<file path="src/rtl/mips_pkg.sv">
// mips_pkg -- shared state encoding and default sizes for the memory-stage
// access controller (mem_access_ctrl) and its timeout counter.
package mips_pkg;

   // Access FSM: wait for an access, hold the bus request, one-cycle retire.
   typedef enum logic [1:0] {
      IDLE = 2'd0,
      REQ  = 2'd1,
      DONE = 2'd2
   } mem_state_e;

   localparam int DATA_WIDTH          = 32;
   localparam int MEM_TIMEOUT_DEFAULT = 16;
   // MEM_TIMEOUT is at most 255, so an 8-bit counter always suffices.
   localparam int TMO_CNT_W           = 8;

   // Word accesses only: the two byte-offset bits must be zero.
   function automatic logic word_aligned(input logic [1:0] lsbs);
      return (lsbs == 2'b00);
   endfunction

endpackage

</file>
<file path="src/rtl/mem_timeout_ctr.sv">
// mem_timeout_ctr -- counts consecutive cycles spent in REQ and flags the
// last allowed one. Only instantiated when MEM_TIMEOUT_EN is defined.
module mem_timeout_ctr
   import mips_pkg::*;
#(
   parameter int MEM_TIMEOUT = MEM_TIMEOUT_DEFAULT
) (
   input  logic clk_i,
   input  logic rst_ni,
   input  logic en_i,
   output logic expired_o
);

   localparam logic [TMO_CNT_W-1:0] LAST = TMO_CNT_W'(MEM_TIMEOUT - 1);

   logic [TMO_CNT_W-1:0] count_q, count_d;

   // The count is zero in the first REQ cycle, so LAST marks the MEM_TIMEOUT-th.
   assign expired_o = en_i && (count_q == LAST);

   // Restart from zero whenever the FSM is outside REQ or is about to leave it.
   always_comb begin
      count_d = count_q;
      if (!en_i || expired_o) begin
         count_d = '0;
      end else begin
         count_d = count_q + 1'b1;
      end
   end

   // Counter register.
   always_ff @(posedge clk_i or negedge rst_ni) begin
      if (!rst_ni) begin
         count_q <= '0;
      end else begin
         count_q <= count_d;
      end
   end

endmodule

</file>
<file path="src/rtl/mem_access_ctrl.sv">
// mem_access_ctrl -- memory-stage load/store controller. Issues one registered
// request per aligned access, stalls the pipeline until completion and retires
// through a single DONE cycle so a still-present instruction is not re-issued.
// Optional bus timeout: define MEM_TIMEOUT_EN to abort REQ after MEM_TIMEOUT
// cycles and pulse bus_err_m; without it bus_err_m is tied low.
module mem_access_ctrl
   import mips_pkg::*;
#(
   parameter int data_width  = DATA_WIDTH,
   parameter int MEM_TIMEOUT = MEM_TIMEOUT_DEFAULT
) (
   input  logic                  clk,
   input  logic                  reset,
   input  logic                  mem2reg_m,
   input  logic                  mem_write_m,
   input  logic [data_width-1:0] alu_result_m,
   input  logic [data_width-1:0] write_data_m,
   input  logic [data_width-1:0] mem_rdata,
   input  logic                  mem_ready,
   output logic                  mem_req,
   output logic                  mem_we,
   output logic [data_width-1:0] mem_addr,
   output logic [data_width-1:0] mem_wdata,
   output logic                  stall_m,
   output logic [data_width-1:0] load_data_m,
   output logic                  misalign_err_m,
   output logic                  bus_err_m
);

   if (MEM_TIMEOUT < 2 || MEM_TIMEOUT > 255) begin : g_bad_timeout
      $error("mem_access_ctrl: MEM_TIMEOUT must lie in 2..255");
   end

   mem_state_e            state_q, state_d;
   logic                  req_q, req_d;
   logic                  we_q, we_d;
   logic                  is_load_q, is_load_d;
   logic                  misalign_q, misalign_d;
   logic [data_width-1:0] addr_q, addr_d;
   logic [data_width-1:0] wdata_q, wdata_d;
   logic [data_width-1:0] load_q, load_d;

   logic access;
   logic aligned;

   assign access  = mem2reg_m | mem_write_m;
   assign aligned = word_aligned(alu_result_m[1:0]);

`ifdef MEM_TIMEOUT_EN
   logic tmo_expired;
   logic bus_err_q, bus_err_d;

   mem_timeout_ctr #(
      .MEM_TIMEOUT (MEM_TIMEOUT)
   ) u_tmo (
      .clk_i     (clk),
      .rst_ni    (reset),
      .en_i      (state_q == REQ),
      .expired_o (tmo_expired)
   );

   assign bus_err_m = bus_err_q;
`else
   assign bus_err_m = 1'b0;
`endif

   assign mem_req        = req_q;
   assign mem_we         = we_q;
   assign mem_addr       = addr_q;
   assign mem_wdata      = wdata_q;
   assign load_data_m    = load_q;
   assign misalign_err_m = misalign_q;

   // Next-state, bus register updates and the combinational stall.
   always_comb begin
      state_d    = state_q;
      req_d      = req_q;
      we_d       = we_q;
      is_load_d  = is_load_q;
      addr_d     = addr_q;
      wdata_d    = wdata_q;
      load_d     = load_q;
      misalign_d = 1'b0;
      stall_m    = 1'b0;
`ifdef MEM_TIMEOUT_EN
      bus_err_d  = 1'b0;
`endif
      case (state_q)
         IDLE: begin
            if (access) begin
               if (aligned) begin
                  stall_m   = 1'b1;
                  state_d   = REQ;
                  req_d     = 1'b1;
                  we_d      = mem_write_m;
                  // A store wins over a simultaneous load: nothing is captured.
                  is_load_d = mem2reg_m & ~mem_write_m;
                  addr_d    = alu_result_m;
                  wdata_d   = write_data_m;
               end else begin
                  misalign_d = 1'b1;
               end
            end
         end
         REQ: begin
            stall_m = 1'b1;
            if (mem_ready) begin
               state_d = DONE;
               req_d   = 1'b0;
               we_d    = 1'b0;
               if (is_load_q) begin
                  load_d = mem_rdata;
               end
`ifdef MEM_TIMEOUT_EN
            end else if (tmo_expired) begin
               state_d   = DONE;
               req_d     = 1'b0;
               we_d      = 1'b0;
               bus_err_d = 1'b1;
               if (is_load_q) begin
                  load_d = '0;
               end
`endif
            end
         end
         // Retire cycle: the pipeline advances, the old instruction is ignored.
         DONE: begin
            state_d = IDLE;
         end
         default: begin
            state_d = IDLE;
         end
      endcase
   end

   // State, bus and result registers; reset abandons any access in flight.
   always_ff @(posedge clk or negedge reset) begin
      if (!reset) begin
         state_q    <= IDLE;
         req_q      <= 1'b0;
         we_q       <= 1'b0;
         is_load_q  <= 1'b0;
         misalign_q <= 1'b0;
         addr_q     <= '0;
         wdata_q    <= '0;
         load_q     <= '0;
      end else begin
         state_q    <= state_d;
         req_q      <= req_d;
         we_q       <= we_d;
         is_load_q  <= is_load_d;
         misalign_q <= misalign_d;
         addr_q     <= addr_d;
         wdata_q    <= wdata_d;
         load_q     <= load_d;
      end
   end

`ifdef MEM_TIMEOUT_EN
   // Bus-error pulse, high during the DONE cycle that follows a timeout.
   always_ff @(posedge clk or negedge reset) begin
      if (!reset) begin
         bus_err_q <= 1'b0;
      end else begin
         bus_err_q <= bus_err_d;
      end
   end
`endif

endmodule

</file>
<file path="config.mk">
export PLATFORM = sky130hd
export DESIGN_NAME = mem_access_ctrl
export DESIGN_NICKNAME = d
export VERILOG_FILES = /design/src/rtl/mips_pkg.sv /design/src/rtl/mem_timeout_ctr.sv /design/src/rtl/mem_access_ctrl.sv
export SDC_FILE = /design/constraint.sdc
export NUM_CORES = 1
export LEC_CHECK = 0
export CORE_MARGIN = 5
export CORE_UTILIZATION = 29
export CTS_CLUSTER_SIZE = 10
export DETAILED_ROUTE_END_ITERATION = 12
export HOLD_SLACK_MARGIN = 0.1
export PLACE_DENSITY = 0.64
export RECOVER_POWER = 100
export SETUP_SLACK_MARGIN = 0.2
export SYNTH_ARGS = -nofsm -noshare
export SYNTH_HDL_FRONTEND = slang
export SYNTH_HIERARCHICAL = 1
export SYNTH_SLANG_ARGS = --single-unit
</file>
<file path="constraint.sdc">
create_clock -name clk -period 3.47 [get_ports clk]
set_clock_uncertainty 0.2 [all_clocks]
set_input_delay 0.694 -clock clk [delete_from_list [all_inputs] [get_ports clk]]
set_output_delay 0.694 -clock clk [all_outputs]
set_load 0.05 [all_outputs]
</file>
Yosys cells after proc, flatten, opt, wreduce, memory -nomap -nowiden

Index checks and enable logic that the tools add are counted.

Register bits after elaboration: 102
Input port bits: 101
Output and inout port bits: 101
Logic and storage cells: 39

Equality and inequality tests: 4
Mux-type cells: 17
Bitwise logic cells: 3
Reductions and logical operators: 7

Operators with widths:

| operator                                             | count |
|---|---|
| 2-to-1 mux 1 bit                                     | 10 |
| AND reduction 3 bit                                  | 3 |
| 2-to-1 mux 2 bit                                     | 3 |
| != test 2 bit (second input constant)                | 3 |
| case mux 1 bit (2 select lines)                      | 3 |
| zero test 2 bit                                      | 2 |
| case mux 2 bit (2 select lines)                      | 1 |
| AND reduction 4 bit                                  | 1 |
| equality test 2 x 1 -> 1 bit (second input constant) | 1 |
| nonzero test 2 bit                                   | 1 |
| AND 1 bit                                            | 1 |
| inverter 1 bit                                       | 1 |
| bitwise OR 1 bit                                     | 1 |

Longest topological paths before layout

Gate-level depths: netlist of run 1.

Depth after elaboration: 4
Gate-level depth with buffers: 5
Depth with buffers taken out: 4

Least setup slack after synthesis of run 1

OpenSTA, ideal clock, no wires.

Path kind: in2out
From: input port alu_result_m[1]
To: output port stall_m
Data arrival time: 1.518 ns
Required time: 2.576 ns
Setup slack: 1.058 ns
Stages: 3
Path buffers: 0
Path through: nor4_4 o21ai_0 nand2_1

Longest elaborated chain between the ends: 4

Ends and longest elaborated chain:

| what                            | RTL line              | text |
|---|---|---|
| start: declaration              | mem_access_ctrl.sv:16 | `input logic [data_width-1:0] alu_result_m,` |
| zero test 2 bit                 | mips_pkg.sv:19        | `return (lsbs == 2'b00);` |
| 2-to-1 mux 1 bit                | mem_access_ctrl.sv:91 | `if (aligned) begin` |
| 2-to-1 mux 1 bit                | mem_access_ctrl.sv:90 | `if (access) begin` |
| case mux 1 bit (2 select lines) | mem_access_ctrl.sv:88 | `case (state_q)` |
| end: declaration                | mem_access_ctrl.sv:24 | `output logic stall_m,` |

No other way between the ends.

Worst setup path in the final report of run 1

Ends and elaborated chain as after synthesis.

==> reports/metrics.cfg, run 1 <==
[status]
status=completed

[setup_path]
cp_top_family=buffers and inverters
cp.required_ps=2580
cp_num_buf_inv=2
path_class=input port to output pin
ff2ff_path_depth=4
startpoint_type=input port
path_max_fanout=5
reg2reg_slack_ps=940
endpoint_kind=output pin
cp_cell_sequence=clkdlybuf4s50_1 -> nor4_4 -> o21ai_0 -> nand2_1 -> buf_12
cp-startpoint=alu_result_m[1]
slowest_stage=clkdlybuf4s50_1
critPathArrivalTime_ps=2030
r2r_start=state_q[1]
r2r-end=mem_wdata[6]
endpoint=stall_m
slowest_delay_ps=460
cp.depth=5

[timing]
tns_ps=0
slew_violations=0
rsz0062_at_grt=false
finalWorstSetupSlack_ps=544
fin_crit_sh_pct=84.3
max-slew-margin-rel_pct=10.6
hold_viol=0
setup_viol=0
fmax_mhz=342
worst_slew_pin_slew_ps=1340
fin_crit_ps=2930
whs_ps=280

[synth]
syn_nets=330
ys_seq_area_share_pct=62.7
synth_edf_count=0
synth_top_cell_by_area=dfrtp_1
synth_area_leaders=dfrtp_1 (63%), mux2_4 (18%), mux2_2 (13%), buf_12 (3.0%), nand2_1 (0.55%)
ys.flop_type=dfrtp_1
yosysWarnings=6
ys_seq_elements=102
yosysMostFrequentCell=dfrtp_1
yosysTopAreaCellShare_pct=62.7
synth_area_sq_um=4070
syn_inst=229
synth.distinct_cells=19
async_reset_ff_share_pct=100
synth_commonest_cells=dfrtp_1 (102), mux2_4 (48), mux2_2 (46)
syn_area_per_cell_sq_um=17.8

[floorplan]
rows=43
fp.dieH_um=128
die_w_um=128
fp.dieArea_sq_um=16500
core_sq_um=13800
ios=202
initial_utilization_pct=29.4

[global_routing]
grt_pass1_vias=2945
antenna_found_initial=0
grt-ovfl-total=0
grt_pass1_wl_um=16000
track_usage_pct=12.6
grt_max_degree=53

[cts]
cts.clk_slew.worst_paths_ps=70
cts_resized=0
cts_tree=done
cts_setup_buffers=0
h-tree-depth=3
cts_buffer_depth=2
cts_hold_buf=0
clock_sinks=102
cts_buffers=9
clock_latency_ps=340
cts-root-buf=clkbuf_16

[final_layout]
regArea_sq_um=2550
filler_cell_count=1249
fin_nets=535
num_antenna_cells=0
syn_to_final_growth_pct=54.6
post_layout_nonfiller_instances=619
drive_gt1_share_pct=15.9
multi_input_area_sq_um=1190

[power]
irDropWorstVdd_mv=0.545
power_leakage_nw=2.67
power_density_nw_per_um2=866
finalPower_mw=5.45

[routing]
vias_per_cell=4.26
drtIter0Drc=57
drc_errors=0
drt_wl_total_um=10100
ant_nets=0
detail_route.wl_per_cell_um=16.3
drt_pass1_iterations=3
route.vias.total=2634

[placed_design]
post-place-cells=603
gp_congestion=0.839
post-place-ws_ps=547
dp_hpwl_um=7730
io_buffers=200

[min_path]
hold_path_class=register to register

[flow_run]
maxCapViolations=0

-- cell families (layout without fill, tap and decap cells) --
logic type             Yosys count  count (layout)  synth area share, %
AOI/OAI and AO/OA                5               5                0.615
buffers and inverters           12             222                 3.87
DFF                            102             102                 62.7
muxes                           94              94                 30.4
other                            1               1               0.0921
and+or+nand+nor                 15              15                 2.28
-- sequential cells by signal, summed over array words and instances, names as in the netlist --
| name | cells |
|---|---|
| is_load_q | 1 |
| load_data_m | 32 |
| mem_addr | 32 |
| mem_req | 1 |
| mem_wdata | 32 |
| mem_we | 1 |
| misalign_err_m | 1 |
| state_q | 2 |
-- layout by cell type (no fill, tap or decap), types with 2 or more instances in the layout --
master and instances:
a21oi_1 2, and2_0 2, buf_12 2, clkbuf_1 3, clkbuf_16 9, clkbuf_2 3, clkdlybuf4s50_1 97, clkinv_2 2
clkinv_4 2, dfrtp_1 102, dlygate4sd3_1 101, mux2_1 46, mux2_2 46, mux2_4 2, nand2_1 6, nor2_1 2
o21ai_0 3
-- power by group --
group	total [mW]	internal (mW)	switching, mW
clock	0.938	0.506	0.431
sequential	1.78	1.59	0.188
combinational	2.73	0.896	1.84
-- worst min-delay path by stage --
stage | startpoint | endpoint | cells past startpoint
2_1_floorplan | reset | is_load_q | 0
3_3_place_gp | load_data_m[16] | load_data_m[16] | 1
3_5_place_dp | mem_req | mem_req | 2
4_1_cts | reset | mem_wdata[22] | 1
5_1_grt | mem_wdata[20] | mem_wdata[20] | 1
6_report | mem_addr[20] | mem_addr[20] | 1
-- layout make-up --
type                    instances  area share [%]
flip-flops and latches        102            40.6
repair buffers                205            32.5
multi-input cells             115            18.9
clock buffers                  11            3.86
well taps                     180            3.58
clock inverters                 5           0.557
inverters                       1          0.0596
-- per-layer routing --
layer	GRT usage [%]	vias up	wire length, um
li1	-	1202	-
met1	15.3	1308	4140
met2	19.7	117	4780
met3	6.60	7	1050
met4	3.12	0	126
met5	0	-	0
-- per-stage QoR --
stage | util, % | cell area (sq um)
2_1_floorplan | - | 4070
3_3_place_gp | 45.0 | 6220
3_5_place_dp | 45.0 | 6220
4_1_cts | 47.0 | 6490
5_1_grt | 45.5 | 6290
6_report | 45.5 | 6290
-- worst reg2reg max path: cells and delay by family (launching register included) --
| family | cells | cell delay [ps] |
|---|---|---|
| muxes | 1 | 460 |
| DFF | 1 | 460 |
| and+or+nand+nor | 2 | 550 |
| buffers and inverters | 1 | 750 |
Power figures use the tool's default switching activity.
==> inputs of run 2 (changes only) <==
Clock period 3.47 ns to 2.7 ns, I/O delays scaled along.
==> reports/metrics.cfg, run 2 (synthesized netlist as in run 1, its figures left out) <==
[routing]
drc_errors=0  ; unchanged
drtIter0Drc=74  ; was 57
vias_per_cell=4.24  ; was 4.26
detail_route.wl_per_cell_um=16.4  ; was 16.3 um
route.vias.total=2630  ; was 2634
drt_wl_total_um=10200  ; was 10100 um
ant_nets=0  ; unchanged
drt_pass1_iterations=3  ; unchanged

[final_layout]
fin_nets=537  ; was 535
syn_to_final_growth_pct=56.9  ; was 54.6%
filler_cell_count=1254  ; was 1249
regArea_sq_um=2550  ; unchanged
post_layout_nonfiller_instances=621  ; was 619
final_common_cell=dlygate4sd3_1  ; was dfrtp_1
num_antenna_cells=0  ; unchanged
multi_input_area_sq_um=1190  ; about the same
final_cell_mix=dlygate4sd3_1 (103), dfrtp_1 (102), clkdlybuf4s50_1 (96)  ; was dfrtp_1 (102), dlygate4sd3_1 (101), clkdlybuf4s50_1 (97)
fin_area_sq_um=6390  ; was 6290 sq um
drive_gt1_share_pct=16.6  ; was 15.9%

[cts]
cts_buffers=9  ; unchanged
cts-root-buf=clkbuf_16  ; unchanged
cts.clk_slew.worst_paths_ps=60  ; was 70 ps
clock_latency_ps=340  ; about the same
h-tree-depth=3  ; unchanged
cts_buffer_depth=2  ; unchanged
clock_sinks=102  ; unchanged
cts_tree=done  ; unchanged

[setup_path]
slowest_stage=dlygate4sd3_1  ; was clkdlybuf4s50_1
startpoint_type=input port  ; unchanged
path_class=input port to output pin  ; unchanged
reg2reg_slack_ps=530  ; was 940 ps
cp.required_ps=1960  ; was 2580 ps
endpoint_kind=output pin  ; unchanged
slowest_delay_ps=590  ; was 460 ps
cp-startpoint=alu_result_m[0]  ; was alu_result_m[1]
critPathArrivalTime_ps=1770  ; was 2030 ps
r2r-end=mem_wdata[22]  ; was mem_wdata[6]
r2r_start=state_q[0]  ; was state_q[1]
path_max_fanout=5  ; unchanged
cp_cell_sequence=dlygate4sd3_1 -> nor4_4 -> o21ai_2 -> nand2_1 -> buf_12  ; was clkdlybuf4s50_1 -> nor4_4 -> o21ai_0 -> nand2_1 -> buf_12
ff2ff_path_depth=5  ; was 4

[power]
power_frac_seq_pct=31.9  ; was 32.7%
switchingPower_mw=3.16  ; was 2.46 mW
irDropWorstVdd_mv=0.788  ; was 0.545 mV
p_comb_share_pct=48.9  ; was 50.1%
swShare_pct=43.9  ; was 45.0%
p_int_mw=4.04  ; was 3.00 mW
clockPowerShare_pct=19.2  ; was 17.2%
power_leakage_nw=2.71  ; was 2.67 nW
power_density_nw_per_um2=1130  ; was 866 nW/um^2

[timing]
fin_crit_ps=2510
max-slew-margin-rel_pct=40.4  ; was 10.6%
fin_crit_sh_pct=93.1
fmax_mhz=398
worst_slew_pin_slew_ps=894  ; was 1340 ps
setup_viol=0  ; unchanged
tns_ps=0  ; unchanged
whs_ps=279  ; was 280 ps
rsz0062_at_grt=false  ; unchanged
hold_viol=0  ; unchanged
slew_violations=0  ; unchanged

[floorplan]
initial_utilization_pct=29.4  ; unchanged
ios=202  ; unchanged
die_w_um=128  ; unchanged
fp.dieArea_sq_um=16500  ; unchanged
core_sq_um=13800  ; unchanged
rows=43  ; unchanged
fp.dieH_um=128  ; unchanged

[global_routing]
antenna_found_initial=0  ; unchanged
grt-ovfl-total=0  ; unchanged
grt_max_degree=52  ; was 53
grt_pass1_vias=3046  ; was 2945
track_usage_pct=12.8  ; was 12.6%
grt_pass1_wl_um=16300  ; was 16000 um

[flow_run]
maxCapViolations=0  ; unchanged

[min_path]
hold_path_class=register to register  ; unchanged
min_from=mem_wdata[29]  ; was mem_addr[20]
whs_endpoint=mem_wdata[29]  ; was mem_addr[20]
min_path_cells=1  ; unchanged

[placed_design]
post-place-cells=603  ; unchanged
placed_area_sq_um=6240  ; was 6220 sq um
gp_congestion=0.810  ; was 0.839
io_buffers=200  ; unchanged
dp_hpwl_um=7720  ; was 7730 um

[status]
status=completed  ; unchanged

## run 2: cell types whose count changed in the layout (fill, tap and decap cells not counted), sizes merged
| cell | change |
|---|---|
| clkbuf | -2 |
| bufinv | +2 |
| clkinvlp | +1 |
| dlygate4sd3 | +2 |
| clkinv | -2 |
| clkdlybuf4s50 | -1 |
| buf | +2 |
## run 2: power by group through the flow
stage | clock network [mW] | logic, mW | registers (mW)
3_3_place_gp | 0 | 3.89 | 2.34
6_report | 1.38 | 3.52 | 2.29
2_1_floorplan | 0 | 0.676 | 4.17
4_1_cts | 1.44 | 3.93 | 2.34
5_1_grt | 1.50 | 3.67 | 2.37
3_5_place_dp | 0 | 3.92 | 2.36
## run 2: how the worst max path moves through the flow
stage / end / slack [ps] / cells after the start
after floorplan: stall_m / 600 / 3
after global placement: stall_m / 140 / 5
after detailed placement: stall_m / 100 / 5
after CTS: stall_m / 220 / 5
after global routing: stall_m / 130 / 5
final: stall_m / 190 / 5
## run 2: stage by stage
step	power, mW	util [%]	setup WS [ps]
after floorplan	4.84	-	596
after global routing	7.53	46.2	125
after global placement	6.23	45.1	142
after detailed placement	6.28	45.1	99.2
final	7.20	46.2	185
after CTS	7.72	47.6	224
## run 2: timing repair
action | 4_1_cts | 5_1_grt
resized for setup | 2 | 0
pin swaps | 0 | 1
hold endpoints to repair | 35 | 0
setup buffers | 0 | 1
endpoints found under the setup margin | 1 | 1
hold buffers | 1 | 0
## run 2: final cells by class
| class | count | area share, % |
|---|---|---|
| Sequential cell | 102 | 40.0 |
| Clock inverter | 6 | 1.33 |
| Tap cell | 180 | 3.53 |
| Inverter | 1 | 0.0588 |
| Multi-Input combinational cell | 115 | 18.6 |
| Timing Repair Buffer | 207 | 32.7 |
| Clock buffer | 10 | 3.74 |
## run 2: routing by layer
| metal | wire length [um] | track usage (%) |
|---|---|---|
| met1 | 4020 | 14.7 |
| met2 | 5020 | 21.1 |
| met3 | 1000 | 5.98 |
| met4 | 151 | 4.31 |
| met5 | 0 | 0 |
## run 2: worst max-delay path: cells and delay by family
family | cells | cell delay, ps
buffers and inverters | 2 | 740
and+or+nand+nor | 2 | 370
AOI/OAI and AO/OA | 1 | 120
==> inputs of run 3 (changes only) <==
Settings changed: CORE_UTILIZATION 29 to 40, PLACE_DENSITY 0.64 to 0.83.
==> reports/metrics.cfg, run 3 (synthesized netlist as in run 1, its figures left out) <==
[status]
status=completed  ; unchanged

[cts]
cts_buffers=9  ; unchanged
clock_sinks=102  ; unchanged
cts-root-buf=clkbuf_8  ; was clkbuf_16
h-tree-depth=3  ; unchanged
cts_buffer_depth=2  ; unchanged
cts_tree=done  ; unchanged
cts.clk_slew.worst_paths_ps=90  ; was 60 ps
clock_latency_ps=350  ; was 340 ps

[global_routing]
top_usage_layer=met2  ; unchanged
gr-usage-met3_pct=7.10  ; was 5.98%
grt_pass1_wl_um=16000  ; was 16300 um
antenna_found_initial=0  ; unchanged
met2_usage_pct=27.8  ; was 21.1%
gr-usage-met1_pct=19.0  ; was 14.7%
track_usage_pct=16.3  ; was 12.8%
grt_max_degree=51  ; was 52
grt_pass1_vias=3000  ; was 3046
grt-ovfl-total=0  ; unchanged

[min_path]
hold_path_class=register to register  ; unchanged

[routing]
vias_per_cell=4.57  ; was 4.24
drt_pass1_iterations=4  ; was 3
drt_wl_total_um=9890  ; was 10200 um
ant_nets=0  ; unchanged
route.vias.total=2632  ; was 2630
detail_route.wl_per_cell_um=17.2  ; was 16.4 um
drtIter0Drc=76  ; was 74
drc_errors=0  ; unchanged

[setup_path]
endpoint_kind=register  ; was output pin
cp.required_ps=2730  ; was 1960 ps
reg2reg_slack_ps=320  ; was 530 ps
startpoint_type=input port  ; unchanged
path_max_fanout=11  ; was 5
path_class=input port to register  ; was input port to output pin
critPathArrivalTime_ps=2550  ; was 1770 ps

[floorplan]
fp.dieH_um=111  ; was 128 um
die_w_um=111  ; was 128 um
fp.dieArea_sq_um=12300  ; was 16500 sq um
rows=36  ; was 43
initial_utilization_pct=41.3  ; was 29.4%
ios=202  ; unchanged
core_sq_um=9860  ; was 13800 sq um

[final_layout]
filler_cell_count=774  ; was 1254
final_cell_mix=dlygate4sd3_1 (102), dfrtp_1 (102), clkdlybuf4s50_1 (97)  ; was dlygate4sd3_1 (103), dfrtp_1 (102), clkdlybuf4s50_1 (96)
num_antenna_cells=0  ; unchanged
drive_gt1_share_pct=19.6  ; was 16.6%
post_layout_nonfiller_instances=576  ; was 621
syn_to_final_growth_pct=54.5  ; was 56.9%
fin_util_pct=63.7  ; was 46.2%
fin_area_sq_um=6290  ; was 6390 sq um
fin_nets=541  ; was 537

[timing]
fin_crit_sh_pct=93.3  ; was 93.1%
tns_ps=0  ; unchanged
max-slew-margin-rel_pct=33.8  ; was 40.4%
fin_crit_ps=2520  ; was 2510 ps
hold_viol=0  ; unchanged
rsz0062_at_grt=false  ; unchanged
slew_violations=0  ; unchanged
worst_slew_pin_slew_ps=992  ; was 894 ps
setup_viol=0  ; unchanged
fmax_mhz=397  ; was 398 MHz
whs_ps=283  ; was 279 ps

[placed_design]
placed_area_sq_um=6210  ; was 6240 sq um
dp_hpwl_um=7810  ; was 7720 um
post-place-cells=560  ; was 603
io_buffers=200  ; unchanged
gp_congestion=0.803  ; was 0.810

[power]
power_leakage_nw=2.72  ; was 2.71 nW
irDropWorstVdd_mv=0.629  ; was 0.788 mV
power_density_nw_per_um2=1100  ; was 1130 nW/um^2

[flow_run]
maxCapViolations=0  ; unchanged

## run 3: cell count changes in the layout (fill, tap and decap cells not counted)
| cell | previous run | this run |
|---|---|---|
| mux2_1 | 46 | 33 |
| o21ai_0 | 2 | 3 |
| buf_4 | 0 | 2 |
| clkbuf_2 | 3 | 4 |
| clkdlybuf4s50_1 | 96 | 97 |
| o21ai_2 | 1 | 0 |
| clkinvlp_4 | 2 | 1 |
| clkbuf_4 | 0 | 1 |
| dlygate4sd3_1 | 103 | 102 |
| clkinv_2 | 2 | 1 |
| clkbuf_16 | 9 | 0 |
| clkbuf_8 | 1 | 10 |
| mux2_4 | 2 | 15 |
## run 3: per-layer routing
| metal | part of all wire [%] | wire [um] |
|---|---|---|
| met5 | 0 | 0 |
| met2 | 51 | 5080 |
| met3 | 8.4 | 828 |
| met4 | 1.2 | 116 |
| met1 | 39 | 3860 |
## run 3: power breakdown
part	internal, mW	switching (mW)	leakage [nW]
Combinational	1.21	2.37	1.40
Sequential	2.05	0.248	1.22
Clock	0.536	0.489	0.104
Total	3.79	3.10	2.72
## run 3: final cells by class
| cell class | instances | area [sq um] | share of cell area (%) |
|---|---|---|---|
| tap | 133 | 166 | 2.65 |
| clock inverter | 4 | 72.6 | 1.15 |
| sequential | 102 | 2550 | 40.6 |
| timing repair buffer | 211 | 2120 | 33.7 |
| inverter | 1 | 3.75 | 0.0597 |
| clock buffer | 10 | 138 | 2.19 |
| multi-input combinational | 115 | 1240 | 19.7 |
## run 3: worst paths after layout
path / start / end / depth (start not counted)
max: alu_result_m[0] / mem_addr[6] / 6
min: mem_addr[1] / mem_addr[1] / 1
max reg2reg: state_q[0] / mem_addr[6] / 5
min reg2reg: mem_addr[1] / mem_addr[1] / 1
max in group asynchronous: reset / mem_req / 3
min in group asynchronous: reset / mem_wdata[24] / 2
## run 3: timing repair
action,in CTS,in global routing
hold buffers,1,0
endpoints found under the setup margin,1,1
buffers inserted,0,1
resized for setup,1,0
pin swaps,0,1
endpoints found under the hold margin,38,0
## run 3: critical path, stage by stage
cell and delay, ps:
clkdlybuf4s50_1 460, nor4_4 260, clkbuf_4 190, and2b_1 460, buf_4 320, mux2_4 320
## run 3: through the flow
stage	setup WS (ps)	total power, mW
global placement	203	6.21
finish	180	6.89
detailed placement	150	6.28
CTS	220	7.33
floorplan	596	4.84
global route	112	7.20
